**src/rtl/pwm_pkg.sv**
```systemverilog
// -----------------------------------------------------------------------------
// pwm_pkg
//   Shared constants and types for the PWM output peripheral.
//   PWM_CNT_W           counter / duty width (fixed at 8)
//   PWM_NUM_PINS        number of driven output pins
//   PWM_DUTY_FULL       duty code that forces a constant-high waveform
//   PWM_CLK_DIV_DEFAULT clk cycles per PWM counter tick
//   pin_mode_e/pin_mode decode of the per-pin enable and mode bits
// -----------------------------------------------------------------------------
package pwm_pkg;

  localparam int                   PWM_CNT_W           = 8;
  localparam int                   PWM_NUM_PINS        = 16;
  localparam logic [PWM_CNT_W-1:0] PWM_DUTY_FULL       = 8'hFF;
  localparam int                   PWM_CLK_DIV_DEFAULT = 13;

  typedef enum logic [1:0] {
    PIN_OFF  = 2'd0,  // forced low
    PIN_HIGH = 2'd1,  // static high
    PIN_PWM  = 2'd2   // follows the shared PWM waveform
  } pin_mode_e;

  function automatic pin_mode_e pin_mode(input logic en_out, input logic en_pwm);
    if (!en_out)     return PIN_OFF;
    else if (en_pwm) return PIN_PWM;
    else             return PIN_HIGH;
  endfunction

endpackage

```
**src/rtl/pwm_if.sv**
```systemverilog
// -----------------------------------------------------------------------------
// pwm_if
//   Register-side and pin-side signals of the PWM peripheral.
//   master : register file side (drives enables/mode/duty, observes outputs)
//   slave  : PWM peripheral side
//   en_reg_out_7_0/15_8  output enables, pins 7:0 / 15:8
//   en_reg_pwm_7_0/15_8  PWM mode select (1 = PWM, 0 = static high)
//   pwm_duty_cycle       duty code, high for duty/256 of the period
//   pwm_out              registered pin drive ([7:0] uo_out, [15:8] uio_out)
//   period_start         one-clk pulse on the first clk of every PWM period
// -----------------------------------------------------------------------------
interface pwm_if;
  import pwm_pkg::*;

  logic [7:0]              en_reg_out_7_0;
  logic [7:0]              en_reg_out_15_8;
  logic [7:0]              en_reg_pwm_7_0;
  logic [7:0]              en_reg_pwm_15_8;
  logic [PWM_CNT_W-1:0]    pwm_duty_cycle;
  logic [PWM_NUM_PINS-1:0] pwm_out;
  logic                    period_start;

  modport master (
    output en_reg_out_7_0, en_reg_out_15_8, en_reg_pwm_7_0, en_reg_pwm_15_8,
           pwm_duty_cycle,
    input  pwm_out, period_start
  );

  modport slave (
    input  en_reg_out_7_0, en_reg_out_15_8, en_reg_pwm_7_0, en_reg_pwm_15_8,
           pwm_duty_cycle,
    output pwm_out, period_start
  );

endinterface

```
**src/rtl/pwm_timebase.sv**
```systemverilog
// -----------------------------------------------------------------------------
// pwm_timebase
//   Prescaler plus 8-bit PWM counter. The counter advances once every CLK_DIV
//   clk cycles and wraps 255 -> 0, so one PWM period is 256*CLK_DIV clk.
//   clk          system clock
//   rst_n        synchronous active-low reset
//   counter      current PWM counter value
//   wrap         combinational, high on the clk whose edge takes 255 -> 0
//   period_start registered copy of wrap: high on the first clk of a period
// -----------------------------------------------------------------------------
module pwm_timebase
  import pwm_pkg::*;
#(
  parameter int CLK_DIV = PWM_CLK_DIV_DEFAULT
) (
  input  logic                 clk,
  input  logic                 rst_n,
  output logic [PWM_CNT_W-1:0] counter,
  output logic                 wrap,
  output logic                 period_start
);

  // A divider of 1 still needs a one-bit prescaler that simply stays at 0.
  localparam int PRE_W = (CLK_DIV > 1) ? $clog2(CLK_DIV) : 1;

  logic [PRE_W-1:0] prescaler;
  logic             tick;

  assign tick = (prescaler == PRE_W'(CLK_DIV - 1));
  assign wrap = tick && (counter == {PWM_CNT_W{1'b1}});

  // NOTE: state registers use non-blocking assignments so every flop samples
  // the pre-edge values of its neighbours; reset is synchronous, tested
  // inside the clocked block rather than in the sensitivity list.
  always_ff @(posedge clk) begin
    if (!rst_n) begin
      prescaler    <= '0;
      counter      <= '0;
      period_start <= 1'b0;
    end else begin
      prescaler    <= tick ? '0 : prescaler + PRE_W'(1);
      // Natural 8-bit wrap 255 -> 0, no saturation.
      if (tick) counter <= counter + PWM_CNT_W'(1);
      period_start <= wrap;
    end
  end

endmodule

```
**src/rtl/pwm_peripheral.sv**
```systemverilog
// -----------------------------------------------------------------------------
// pwm_peripheral
//   Turns the SPI-written enable/mode/duty bytes into 16 registered output
//   pins. Each pin is forced low, held high, or follows one shared 8-bit PWM
//   waveform; duty 0xFF is a special case meaning constant high.
//   clk    system clock
//   rst_n  synchronous active-low reset
//   bus    pwm_if.slave: register inputs, pwm_out and period_start
//   Optional build macro: PWM_SHADOW_EN -- the duty is captured into a shadow
//   register only at the period wrap, so duty changes never produce runt
//   pulses. Without it the duty input is used directly.
// -----------------------------------------------------------------------------
module pwm_peripheral
  import pwm_pkg::*;
#(
  parameter int CLK_DIV = PWM_CLK_DIV_DEFAULT
) (
  input  logic   clk,
  input  logic   rst_n,
  pwm_if.slave   bus
);

  logic [PWM_CNT_W-1:0]    counter;
  logic                    wrap;
  logic [PWM_CNT_W-1:0]    duty_active;
  logic                    pwm_level;
  logic [PWM_NUM_PINS-1:0] en_out;
  logic [PWM_NUM_PINS-1:0] en_pwm;
  logic [PWM_NUM_PINS-1:0] pin_next;

  pwm_timebase #(.CLK_DIV(CLK_DIV)) u_timebase (
    .clk          (clk),
    .rst_n        (rst_n),
    .counter      (counter),
    .wrap         (wrap),
    .period_start (bus.period_start)
  );

  assign en_out = {bus.en_reg_out_15_8, bus.en_reg_out_7_0};
  assign en_pwm = {bus.en_reg_pwm_15_8, bus.en_reg_pwm_7_0};

`ifdef PWM_SHADOW_EN
  // Loaded on the same edge that takes the counter to 0, so a write present
  // on the wrap clk governs the period that is just starting.
  always_ff @(posedge clk) begin
    if (!rst_n)    duty_active <= '0;
    else if (wrap) duty_active <= bus.pwm_duty_cycle;
  end
`else
  assign duty_active = bus.pwm_duty_cycle;
`endif

  // 0xFF would otherwise leave the pin low for count 255; treat it as 100 %.
  assign pwm_level = (duty_active == PWM_DUTY_FULL) ? 1'b1 : (counter < duty_active);

  // NOTE: every variable written in always_comb gets a default first, so no
  // path through the block can leave it unassigned and infer a latch.
  always_comb begin
    pin_next = '0;
    for (int i = 0; i < PWM_NUM_PINS; i++) begin
      case (pin_mode(en_out[i], en_pwm[i]))
        PIN_HIGH: pin_next[i] = 1'b1;
        PIN_PWM:  pin_next[i] = pwm_level;
        default:  pin_next[i] = 1'b0;
      endcase
    end
  end

  always_ff @(posedge clk) begin
    if (!rst_n) bus.pwm_out <= '0;
    else        bus.pwm_out <= pin_next;
  end

endmodule

```
**src/flat_wrapper.sv**
```systemverilog
// flat-port wrapper written by rule: the top's interface ports become plain ports
module pwm_peripheral_flat import pwm_pkg::*;
#(
  parameter int CLK_DIV = PWM_CLK_DIV_DEFAULT
)
  (clk, rst_n, bus_en_reg_out_7_0, bus_en_reg_out_15_8, bus_en_reg_pwm_7_0, bus_en_reg_pwm_15_8, bus_pwm_duty_cycle, bus_pwm_out, bus_period_start);
  pwm_if bus_i ();
  input  logic clk;
  input  logic rst_n;
  input wire logic [$bits(bus_i.en_reg_out_7_0)-1:0] bus_en_reg_out_7_0;
  input wire logic [$bits(bus_i.en_reg_out_15_8)-1:0] bus_en_reg_out_15_8;
  input wire logic [$bits(bus_i.en_reg_pwm_7_0)-1:0] bus_en_reg_pwm_7_0;
  input wire logic [$bits(bus_i.en_reg_pwm_15_8)-1:0] bus_en_reg_pwm_15_8;
  input wire logic [$bits(bus_i.pwm_duty_cycle)-1:0] bus_pwm_duty_cycle;
  output wire logic [$bits(bus_i.pwm_out)-1:0] bus_pwm_out;
  output wire logic [$bits(bus_i.period_start)-1:0] bus_period_start;
  assign bus_i.en_reg_out_7_0 = bus_en_reg_out_7_0;
  assign bus_i.en_reg_out_15_8 = bus_en_reg_out_15_8;
  assign bus_i.en_reg_pwm_7_0 = bus_en_reg_pwm_7_0;
  assign bus_i.en_reg_pwm_15_8 = bus_en_reg_pwm_15_8;
  assign bus_i.pwm_duty_cycle = bus_pwm_duty_cycle;
  assign bus_pwm_out = bus_i.pwm_out;
  assign bus_period_start = bus_i.period_start;
  pwm_peripheral #(.CLK_DIV(CLK_DIV)) u_core (.clk(clk), .rst_n(rst_n), .bus(bus_i));
endmodule
```
**config.mk**
```make
export PLATFORM = sky130hd
export DESIGN_NAME = pwm_peripheral_flat
export DESIGN_NICKNAME = d
export VERILOG_FILES = /design/src/rtl/pwm_pkg.sv /design/src/rtl/pwm_if.sv /design/src/rtl/pwm_timebase.sv /design/src/rtl/pwm_peripheral.sv /design/src/flat_wrapper.sv
export SDC_FILE = /design/constraint.sdc
export NUM_CORES = 1
export LEC_CHECK = 0
export CORE_MARGIN = 2
export CORE_UTILIZATION = 46
export CTS_BUF_LIST = sky130_fd_sc_hd__clkbuf_8
export CTS_CLUSTER_SIZE = 16
export DETAILED_ROUTE_END_ITERATION = 16
export PLACE_DENSITY = 0.85
export SLEW_MARGIN = 20
export SYNTH_ARGS = -nofsm -noshare
export SYNTH_HDL_FRONTEND = slang
export SYNTH_HIERARCHICAL = 1
export SYNTH_SLANG_ARGS = --single-unit
```
**constraint.sdc**
```tcl
create_clock -name clk -period 4 [get_ports clk]
set_input_delay 1 -clock clk [delete_from_list [all_inputs] [get_ports clk]]
set_output_delay 1 -clock clk [all_outputs]
set_load 0.02 [all_outputs]
```
## Word level (Yosys, flattened, before mapping)

Cells that the tools add are included.

- Register bits after elaboration: 29
- Latch bits: 0
- Bits in writable memories: 0
- Bits in read-only memories: 0
- Input bits: 42
- Output and inout bits: 17
- Word-level logic and storage cells: 94
- Memories kept: 0

- $add $sub $neg: 2
- Multiply operators: 0
- Divide/modulo/power cells: 0
- Order comparisons: 1
- Equality and inequality tests: 35
- Shifts and indexed selects: 0
- Mux-type cells: 49
- Bitwise logic cells: 1
- Reductions and logical operators: 2

Operators by type and width:

| kind | count |
|---|---|
| 2-bit 2-to-1 mux | 32 |
| 2-bit by 1-bit equality test with 1-bit output (second input constant) | 16 |
| 2-bit equality test (second input constant) | 16 |
| 1-bit one-hot mux with 2 select lines | 16 |
| 8-bit equality test (second input constant) | 2 |
| 8-bit by 1-bit adder with 8-bit output (second input constant) | 1 |
| 8-bit less-than comparator | 1 |
| 4-bit by 1-bit adder with 4-bit output (second input constant) | 1 |
| 4-bit equality test (second input constant) | 1 |
| 2-bit OR reduction | 1 |
| 1-bit logical AND | 1 |
| 1-bit 2-to-1 mux | 1 |
| 1-bit NOT | 1 |

## Depth between registers and ports, before layout

Gate-level depths: netlist (run 1).

- Word-level depth: 4
- Depth in mapped cells: 7
- Mapped depth without buffers: 6

## Hierarchy

Netlist (run 1), hierarchy kept.

Modules (own cells, without submodules):

| module | instances | cells an instance | area an instance (sq um) | seq. area each (sq um) |
|---|---|---|---|---|
| pwm_peripheral | 1 | 78 | 757.0 | 320.3 |
| pwm_timebase | 1 | 61 | 570.5 | 260.2 |

## Least setup slack after synthesis (run 1)

Ideal clock, no wire load.

- Kind: input-to-reg
- From: input port bus_pwm_duty_cycle[3]
- To: register u_core.bus.pwm_out[0]
- Library setup time: 116 ps
- Data arrival time: 2119 ps
- Required time: 3884 ps
- Setup slack: 1765 ps
- Cell stages on the path: 7
- Buffers on the path: 1
- Path through: inv_1 > ha_1 > o21a_1 > o22ai_1 > o32ai_4 > buf_6 > a21oi_2

- Cells in the longest elaborated chain, start to end: 3
- Elaborated cells on any way between the ends: 4
- Those cells by class: 1 x order compare; 1 x eq/ne; 2 x mux

Ends and longest elaborated chain:

| element | line | source |
|---|---|---|
| from (decl) | flat_wrapper.sv:14 | `input wire logic [$bits(bus_i.pwm_duty_cycle)-1:0] bus_pwm_duty_cycle;` |
| 8-bit less-than comparator / 8-bit equality test (equally long branches) | pwm_peripheral.sv:54 | `assign pwm_level = (duty_active == PWM_DUTY_FULL) ? 1'b1 : (counter < duty_active);` |
| 1-bit 2-to-1 mux (*) | pwm_peripheral.sv:54 |  |
| 1-bit one-hot mux with 2 select lines (*) | pwm_peripheral.sv:61 | `case (pin_mode(en_out[i], en_pwm[i]))` |
| to (signal assigned) | pwm_peripheral.sv:71 | `else bus.pwm_out <= pin_next;` |
| to (decl) | pwm_if.sv:32 | `output pwm_out, period_start` |

Every way passes the cells marked *; elsewhere a longest branch is shown, timed or not.
A chain may end at the register's enable or synchronous reset.

## Final worst setup path (run 1)

- From: input port bus_pwm_duty_cycle[2]
- To: register u_core.bus.pwm_out[6]

Same word-level chain as after synthesis.

==> flow_summary.toml, run 1 <==
[layout]
drive_gt1_share_pct = 12.0
postLayoutCellArea_um2 = 2040
fin_nets = 251
syn_to_final_growth_pct = 53.9
insertedDiodeCount = 0

[global_routing]
grt_pass1_wl_um = 5300
gr-usage-all-layers_pct = 20.8
grt_antenna_before_repair = 0
grt_pass1_vias = 1290
grt-ovfl-total = 0
grt_max_degree = 20

[clocking]
numCtsBuffers = 5
clockRootBuffer = "clkbuf_8"
post-cts-setup-buffer-count = 0
ctsResizeCount = 0
clockBufferDepth = 2
cts_tree = "built"
htree_levels = 2
clk_pin_slew_worst_paths_ns = 0.06
insertion_delay_ns = 0.27
cts_hold_buffers = 0
cts_sinks = 29

[route]
wl_per_cell_um = 13.3
final_antenna_net_count = 0
vias = 1223
viasPerCell = 5.29
first_iter_violations = 27
route.detailed.drc = 0
routed_wl_um = 3070
drt_first_pass_iters = 4

[timing]
worst_pin_slew_ns = 0.858
setup_viol = 0
min_period_ns = 2.85
clock_skew_ns = 0.00640
fin_crit_sh_pct = 71.4
fmax_mhz = 350
tns_ns = 0
slew_violations = 0
hold_viol = 0
setup_ws_ns = 1.15
rsz0062_at_grt = "no"
relSlewSlack_pct = 42.8
timing.hold.ws_ns = 0.485

[place]
port_buffers = 58
dp_hpwl_um = 2440
post_dp_cell_area_um2 = 1920
gp_congestion = 0.742
pre_cts_slack_ns = 0.846

[die]
std_cell_rows = 19
dieArea_um2 = 3320
io_pins = 59
die_w_um = 57.6
core-area_um2 = 2730
initial_utilization_pct = 48.4
die_y_um = 57.6

[setup_path]
r2r_slack_ns = 1.95
r2r_cells = 5
path_max_fanout = 16
arrival_ns = 2.97
critPathRequiredTime_ns = 4.12
r2r-start = "u_core/u_timebase/counter[2]$_SDFFE_PN0N_"
start_kind = "input pin"
critical_path_class = "input pin to flop"
r2r-end = "u_core/bus.pwm_out[6]$_SDFF_PN0_"
end_kind = "flop"

[synth]
synth_area_um2 = 1320
syn_nets = 190
yosysWarnings = 6
syn_area_per_cell_um2 = 9.58
synth_cells = 138

[pwr]
ir_drop_mv = 0.385
leakage_uw = 0.000814
p_per_area_nw_per_um2 = 351
total_power_uw = 715

[hold_path]
hold_start = "u_core/u_timebase/counter[7]$_SDFFE_PN0N_"
min_delay_worst_endpoint = "u_core/u_timebase/period_start$_SDFF_PN0_"
hold_class = "flop to flop"
worstHoldPathCells = 2

[run_status]
status = "finished, final reports clean"

[run]
maxCapViolCount = 0
how the worst max path moves through the flow:
| stage | end | slack [ns] | startpoint |
|---|---|---|---|
| finish | u_core/bus.pwm_out[6]$_SDFF_PN0_ | 1.15 | bus_pwm_duty_cycle[2] |
| global route | u_core/bus.pwm_out[5]$_SDFF_PN0_ | 1.00 | bus_pwm_duty_cycle[3] |
| CTS | u_core/bus.pwm_out[6]$_SDFF_PN0_ | 1.13 | bus_pwm_duty_cycle[2] |
| detailed placement | u_core/bus.pwm_out[6]$_SDFF_PN0_ | 0.85 | bus_pwm_duty_cycle[2] |
| global placement | u_core/bus.pwm_out[15]$_SDFF_PN0_ | 0.96 | bus_pwm_duty_cycle[3] |
| floorplan | u_core/bus.pwm_out[0]$_SDFF_PN0_ | 1.76 | bus_pwm_duty_cycle[3] |
critical path, cell delays in order:
cell	delay [ns]
clkdlybuf4s50_1	0.49
inv_1	0.06
ha_1	0.27
o21a_1	0.10
o22ai_1	0.10
o32ai_4	0.78
a21oi_1	0.17
per-stage QoR:
stage          instances  utilization [%]
2_1_floorplan        138                -
3_3_place_gp         223             70.2
3_5_place_dp         223             70.2
4_1_cts              231             74.5
5_1_grt              231             74.5
6_report             231             74.5
power breakdown:
group | switching, uW | internal, uW
logic | 42.7 | 62.5
registers | 4.72 | 300
clock network | 105 | 200
placed cells by master (no fill, tap or decap), types with 2 or more instances in the layout:
cell	instances
dfxtp_1	29
o21a_1	2
nand4_1	5
xor2_1	2
a21oi_2	10
and3_2	2
or3_1	3
inv_1	12
mux2i_1	2
nand2_1	20
or4_1	3
clkdlybuf4s50_1	58
o31ai_1	2
o21ai_0	4
ha_1	10
clkbuf_8	6
a21oi_1	16
nor2_1	5
sequential cells by signal (all words and copies together), names as in the netlist:
name                            flops
u_core/bus.pwm_out                 16
u_core/u_timebase/period_start      1
u_core/u_timebase/prescaler         4
u_core/u_timebase/counter           8
area by class of cell:
class / count / area [um^2]
Clock buffer: 6 / 82.6
Clock inverter: 2 / 33.8
Fill cell: 190 / 698
Inverter: 11 / 41.3
Multi-Input combinational cell: 94 / 678
Sequential cell: 29 / 581
Tap cell: 31 / 38.8
Timing Repair Buffer: 58 / 581
per-layer routing:
layer	up-vias	global-route usage, %	part of all wire [%]
met5	-	0	0
met4	0	4.98	0.42
met3	2	10.7	11
met2	49	35.7	52
met1	563	22.8	37
li1	609	-	-
No activity file was read; power rests on OpenSTA's default activity.
==> run 2, diff against run 1 <==
CORE_UTILIZATION = 39   (was 46)
PLACE_DENSITY = 0.76   (was 0.85)
clock period = 2.3 ns   (was 4 ns; I/O delays follow)
==> run 2 against run 1 <==
Effect of this change:
- worst setup slack lost 0.89 ns
- largest cell class unchanged
- die area grew 17%
- critical endpoint is now u_core/bus.pwm_out[9]$_SDFF_PN0_
- largest power group unchanged
- non-clock buffer count is 2 higher
- clock-buffer cell count stayed put
==> flow_summary.toml, run 2 (synthesis gave the netlist of run 1 again) <==
[die]
core-area_um2 = 3280
io_pins = 59
std_cell_rows = 21
initial_utilization_pct = 40.3
die_w_um = 62.2
dieArea_um2 = 3870
die_y_um = 62.2

[route]
first_iter_violations = 22
final_antenna_net_count = 0
viasPerCell = 4.85
routed_wl_um = 3050
drt_first_pass_iters = 4
route.detailed.drc = 0
wl_per_cell_um = 12.4
vias = 1197

[layout]
drive_gt1_share_pct = 12.4
fin_nets = 253
syn_to_final_growth_pct = 55.2
regArea_um2 = 581
reg_top3 = "u_core/bus.pwm_out (16), u_core/u_timebase/counter (8), u_core/u_timebase/prescaler (4)"
final_util_pct = 62.5
largest_register_ffs = 16
postLayoutCellArea_um2 = 2050
regMostFlops = "u_core/bus.pwm_out"
final_cell_mix = "clkdlybuf4s50_1 (58), dfxtp_1 (29), nand2_1 (20), a21oi_1 (16), inv_1 (12)"
insertedDiodeCount = 0
final.fill_count = 287
final_common_cell = "clkdlybuf4s50_1"
multiInputGateArea_um2 = 678

[timing]
fin_crit_sh_pct = 89.0
rsz0062_at_grt = "no"
tns_ns = 0
relSlewSlack_pct = 78.6
slew_violations = 0
setup_ws_ns = 0.252
min_period_ns = 2.05
worst_pin_slew_ns = 0.321
hold_viol = 0
fmax_mhz = 488
setup_viol = 0
clock_skew_ns = 0.00491

[setup_path]
slowest_stage = "clkdlybuf4s50_1"
critical_path_class = "input pin to flop"
start_kind = "input pin"
arrival_ns = 2.20
r2r_slack_ns = 0.63
critPathTopFamily = "buffers and inverters"
cp_num_buf_inv = 3
r2r-start = "u_core/u_timebase/counter[2]$_SDFFE_PN0N_"
critPathMaxStageDelay_ns = 0.49
cp_cell_sequence = "clkdlybuf4s50_1 > inv_1 > ha_1 > o21a_1 > o22ai_1 > o32ai_4 > buf_12 > a21oi_1"
critPathRequiredTime_ns = 2.46
r2r_cells = 6
r2r-end = "u_core/bus.pwm_out[9]$_SDFF_PN0_"
end_kind = "flop"
path_max_fanout = 16

[global_routing]
met2_usage_pct = 31.1
grt_max_degree = 19
use_met1_pct = 16.9
busiest_layer = "met2"
gr-usage-all-layers_pct = 17.6
grt_pass1_wl_um = 5410
grt_antenna_before_repair = 0
global_route.usage.met3_pct = 10.7
grt-ovfl-total = 0
grt_pass1_vias = 1272

[hold_path]
worstHoldPathCells = 2
hold_class = "flop to flop"
min_delay_worst_endpoint = "u_core/u_timebase/period_start$_SDFF_PN0_"
hold_start = "u_core/u_timebase/counter[7]$_SDFFE_PN0N_"

[clocking]
insertion_delay_ns = 0.27
numCtsBuffers = 5
cts_sinks = 29
clk_pin_slew_worst_paths_ns = 0.06
ctsResizeCount = 0
clockBufferDepth = 2
htree_levels = 2
post-cts-setup-buffer-count = 0
clockRootBuffer = "clkbuf_8"
cts_tree = "built"
cts_hold_buffers = 0

[place]
gp_congestion = 0.760
port_buffers = 58
post_dp_cell_area_um2 = 1970
dp_hpwl_um = 2430
pre_cts_slack_ns = -0.0273

[run_status]
status = "finished, final reports clean"

[pwr]
leakage_uw = 0.000812
p_per_area_nw_per_um2 = 542
ir_drop_mv = 0.392

[run]
maxCapViolCount = 0
run 2: area by class of cell:
cell class / count / area share [%]
clock inverter: 1 / 0.183
multi-input combinational: 94 / 33.0
timing repair buffer: 60 / 29.6
sequential: 29 / 28.3
clock buffer: 6 / 4.02
tap: 46 / 2.80
inverter: 11 / 2.01
run 2: routing by layer:
metal | up-vias | part of all wire [%]
met5 | - | 0
met4 | 0 | 1.3
met3 | 5 | 12
met2 | 49 | 47
met1 | 534 | 39
li1 | 609 | -
run 2: per-stage QoR:
step	instances	power [uW]	hold slack [ns]
after floorplan	138	611	0.440
after global placement	240	720	0.461
after detailed placement	240	726	0.477
after CTS	247	1130	0.484
after global routing	247	1170	0.539
final	247	1110	0.488
run 2: report_power, final:
part           internal (uW)  switching (uW)
sequential               522            8.19
combinational            110            73.6
clock                    232             167
total                    864             249
run 2: worst max path at each step:
stage          cells past startpoint                          endpoint             startpoint
3_3_place_gp                       8  u_core/bus.pwm_out[5]$_SDFF_PN0_  bus_pwm_duty_cycle[2]
2_1_floorplan                      7  u_core/bus.pwm_out[0]$_SDFF_PN0_  bus_pwm_duty_cycle[3]
3_5_place_dp                       8  u_core/bus.pwm_out[9]$_SDFF_PN0_  bus_pwm_duty_cycle[3]
4_1_cts                            8  u_core/bus.pwm_out[9]$_SDFF_PN0_  bus_pwm_duty_cycle[3]
5_1_grt                            7  u_core/bus.pwm_out[9]$_SDFF_PN0_  bus_pwm_duty_cycle[1]
6_report                           8  u_core/bus.pwm_out[9]$_SDFF_PN0_  bus_pwm_duty_cycle[3]
run 2: tightest hold or removal path: stages (launching register included):
cell and delay [ns]:
dfxtp_1 0.34, nand2_1 0.07, nor4_1 0.04
==> run 3, diff against run 2 <==
REMOVE_ABC_BUFFERS = 1   (was unset)
==> run 3 against run 2 <==
Effect of this change:
- combinational power about the same
- critical endpoint is now u_core/bus.pwm_out[6]$_SDFF_PN0_
- global-route usage decreased by 0.086 points
- clock power rose by 2%
- register-to-register slack hardly changed
- non-clock buffer count unchanged
- worst setup slack worse by 0.011 ns
- die area did not move
- maximum frequency fell by 0.55%
- clock-buffer cell count stayed put
- design area unchanged
- flip-flop and latch count is the same
- largest cell class unchanged
- largest power group unchanged
==> flow_summary.toml, run 3 (synthesis gave the netlist of run 1 again) <==
[global_routing]
grt-ovfl-total = 0
gr-usage-all-layers_pct = 17.6
grt_max_degree = 19
grt_pass1_wl_um = 5420
grt_pass1_vias = 1332
grt_antenna_before_repair = 0

[layout]
final.fill_count = 273
regMostFlops = "u_core/bus.pwm_out"
largest_register_ffs = 16
postLayoutCellArea_um2 = 2050
instances_no_fill = 247
drive_gt1_share_pct = 12.4
final_cell_mix = "clkdlybuf4s50_1 (58), dfxtp_1 (29), nand2_1 (20), a21oi_1 (16), inv_1 (12)"
final_common_cell = "clkdlybuf4s50_1"
reg_top3 = "u_core/bus.pwm_out (16), u_core/u_timebase/counter (8), u_core/u_timebase/prescaler (4)"
insertedDiodeCount = 0
final_util_pct = 62.5
fin_nets = 253
syn_to_final_growth_pct = 55.2

[pwr]
total_power_uw = 1120
ir_drop_mv = 0.304
p_per_area_nw_per_um2 = 547
leakage_uw = 0.000812

[route]
first_iter_violations = 45
route.detailed.drc = 0
final_antenna_net_count = 0
wl_per_cell_um = 12.8
drt_first_pass_iters = 4
routed_wl_um = 3170
vias = 1241
viasPerCell = 5.02

[place]
post_dp_cell_area_um2 = 1970
dp_hpwl_um = 2420
dp.cells = 240
gp_congestion = 0.745
port_buffers = 58

[timing]
fin_crit_sh_pct = 89.5
worst_pin_slew_ns = 0.362
rsz0062_at_grt = "no"
slew_violations = 0
min_period_ns = 2.06
clock_skew_ns = 0.00291
tns_ns = 0
relSlewSlack_pct = 75.9
hold_viol = 0
fmax_mhz = 486
setup_viol = 0

[die]
initial_utilization_pct = 40.3
io_pins = 59
die_y_um = 62.2
std_cell_rows = 21
core-area_um2 = 3280
die_w_um = 62.2
dieArea_um2 = 3870

[setup_path]
start_kind = "input pin"
crit_start = "bus_pwm_duty_cycle[1]"
r2r-start = "u_core/u_timebase/counter[2]$_SDFFE_PN0N_"
path_max_fanout = 16
arrival_ns = 2.26
critPathRequiredTime_ns = 2.50
end_kind = "flop"
critical_path_class = "input pin to flop"

[clocking]
cts_hold_buffers = 0
clockRootBuffer = "clkbuf_8"
post-cts-setup-buffer-count = 0
clk_pin_slew_worst_paths_ns = 0.06
clockBufferDepth = 2
numCtsBuffers = 5
ctsResizeCount = 0
insertion_delay_ns = 0.28
cts_sinks = 29
cts_tree = "built"
htree_levels = 2

[run]
maxCapViolCount = 0

[hold_path]
hold_start = "u_core/u_timebase/counter[7]$_SDFFE_PN0N_"
hold_class = "flop to flop"

[run_status]
status = "finished, final reports clean"
-- run 3: cell counts in the layout (fill, tap and decap cells not counted) --
No cell type changed its count.
-- run 3: layout make-up --
| cell class | count | area [um^2] | area share (%) |
|---|---|---|---|
| clock inverter | 1 | 3.75 | 0.183 |
| sequential | 29 | 581 | 28.3 |
| tap | 46 | 57.6 | 2.80 |
| inverter | 11 | 41.3 | 2.01 |
| multi-input combinational | 94 | 678 | 33.0 |
| clock buffer | 6 | 82.6 | 4.02 |
| timing repair buffer | 60 | 608 | 29.6 |
-- run 3: final timing paths --
kind | to | cells past startpoint | slack, ns
worst max-delay path | u_core/bus.pwm_out[6]$_SDFF_PN0_ | 7 | 0.24
worst max register to register | u_core/bus.pwm_out[6]$_SDFF_PN0_ | 6 | 0.63
worst min register to register | u_core/u_timebase/period_start$_SDFF_PN0_ | 2 | 0.49
worst min-delay path | u_core/u_timebase/period_start$_SDFF_PN0_ | 2 | 0.49
-- run 3: metrics by stage --
stage | hold slack (ns) | setup slack (ns)
global route | 0.518 | 0.169
global placement | 0.461 | 0.0333
CTS | 0.489 | 0.225
detailed placement | 0.481 | -0.0231
floorplan | 0.440 | 0.304
finish | 0.493 | 0.241
-- run 3: where the power goes --
part	leakage (uW)	total [uW]	internal [uW]	switching, uW
Clock	0.0000485	407	232	175
Combinational	0.000525	184	110	74.1
Sequential	0.000239	531	522	8.22
Total	0.000812	1120	864	257
-- run 3: critical path, stage by stage --
cell	delay [ns]
clkdlybuf4s50_1	0.49
inv_1	0.05
ha_1	0.32
a2111oi_4	0.34
o32ai_4	0.15
buf_12	0.17
a21oi_1	0.16
-- run 3: per-layer routing --
metal / vias up / track usage, % / routed length, um
met5: - / 0 / 0
met4: 0 / 5.00 / 32
met3: 4 / 11.4 / 477
met2: 74 / 30.8 / 1480
met1: 549 / 16.9 / 1180
li1: 614 / - / -
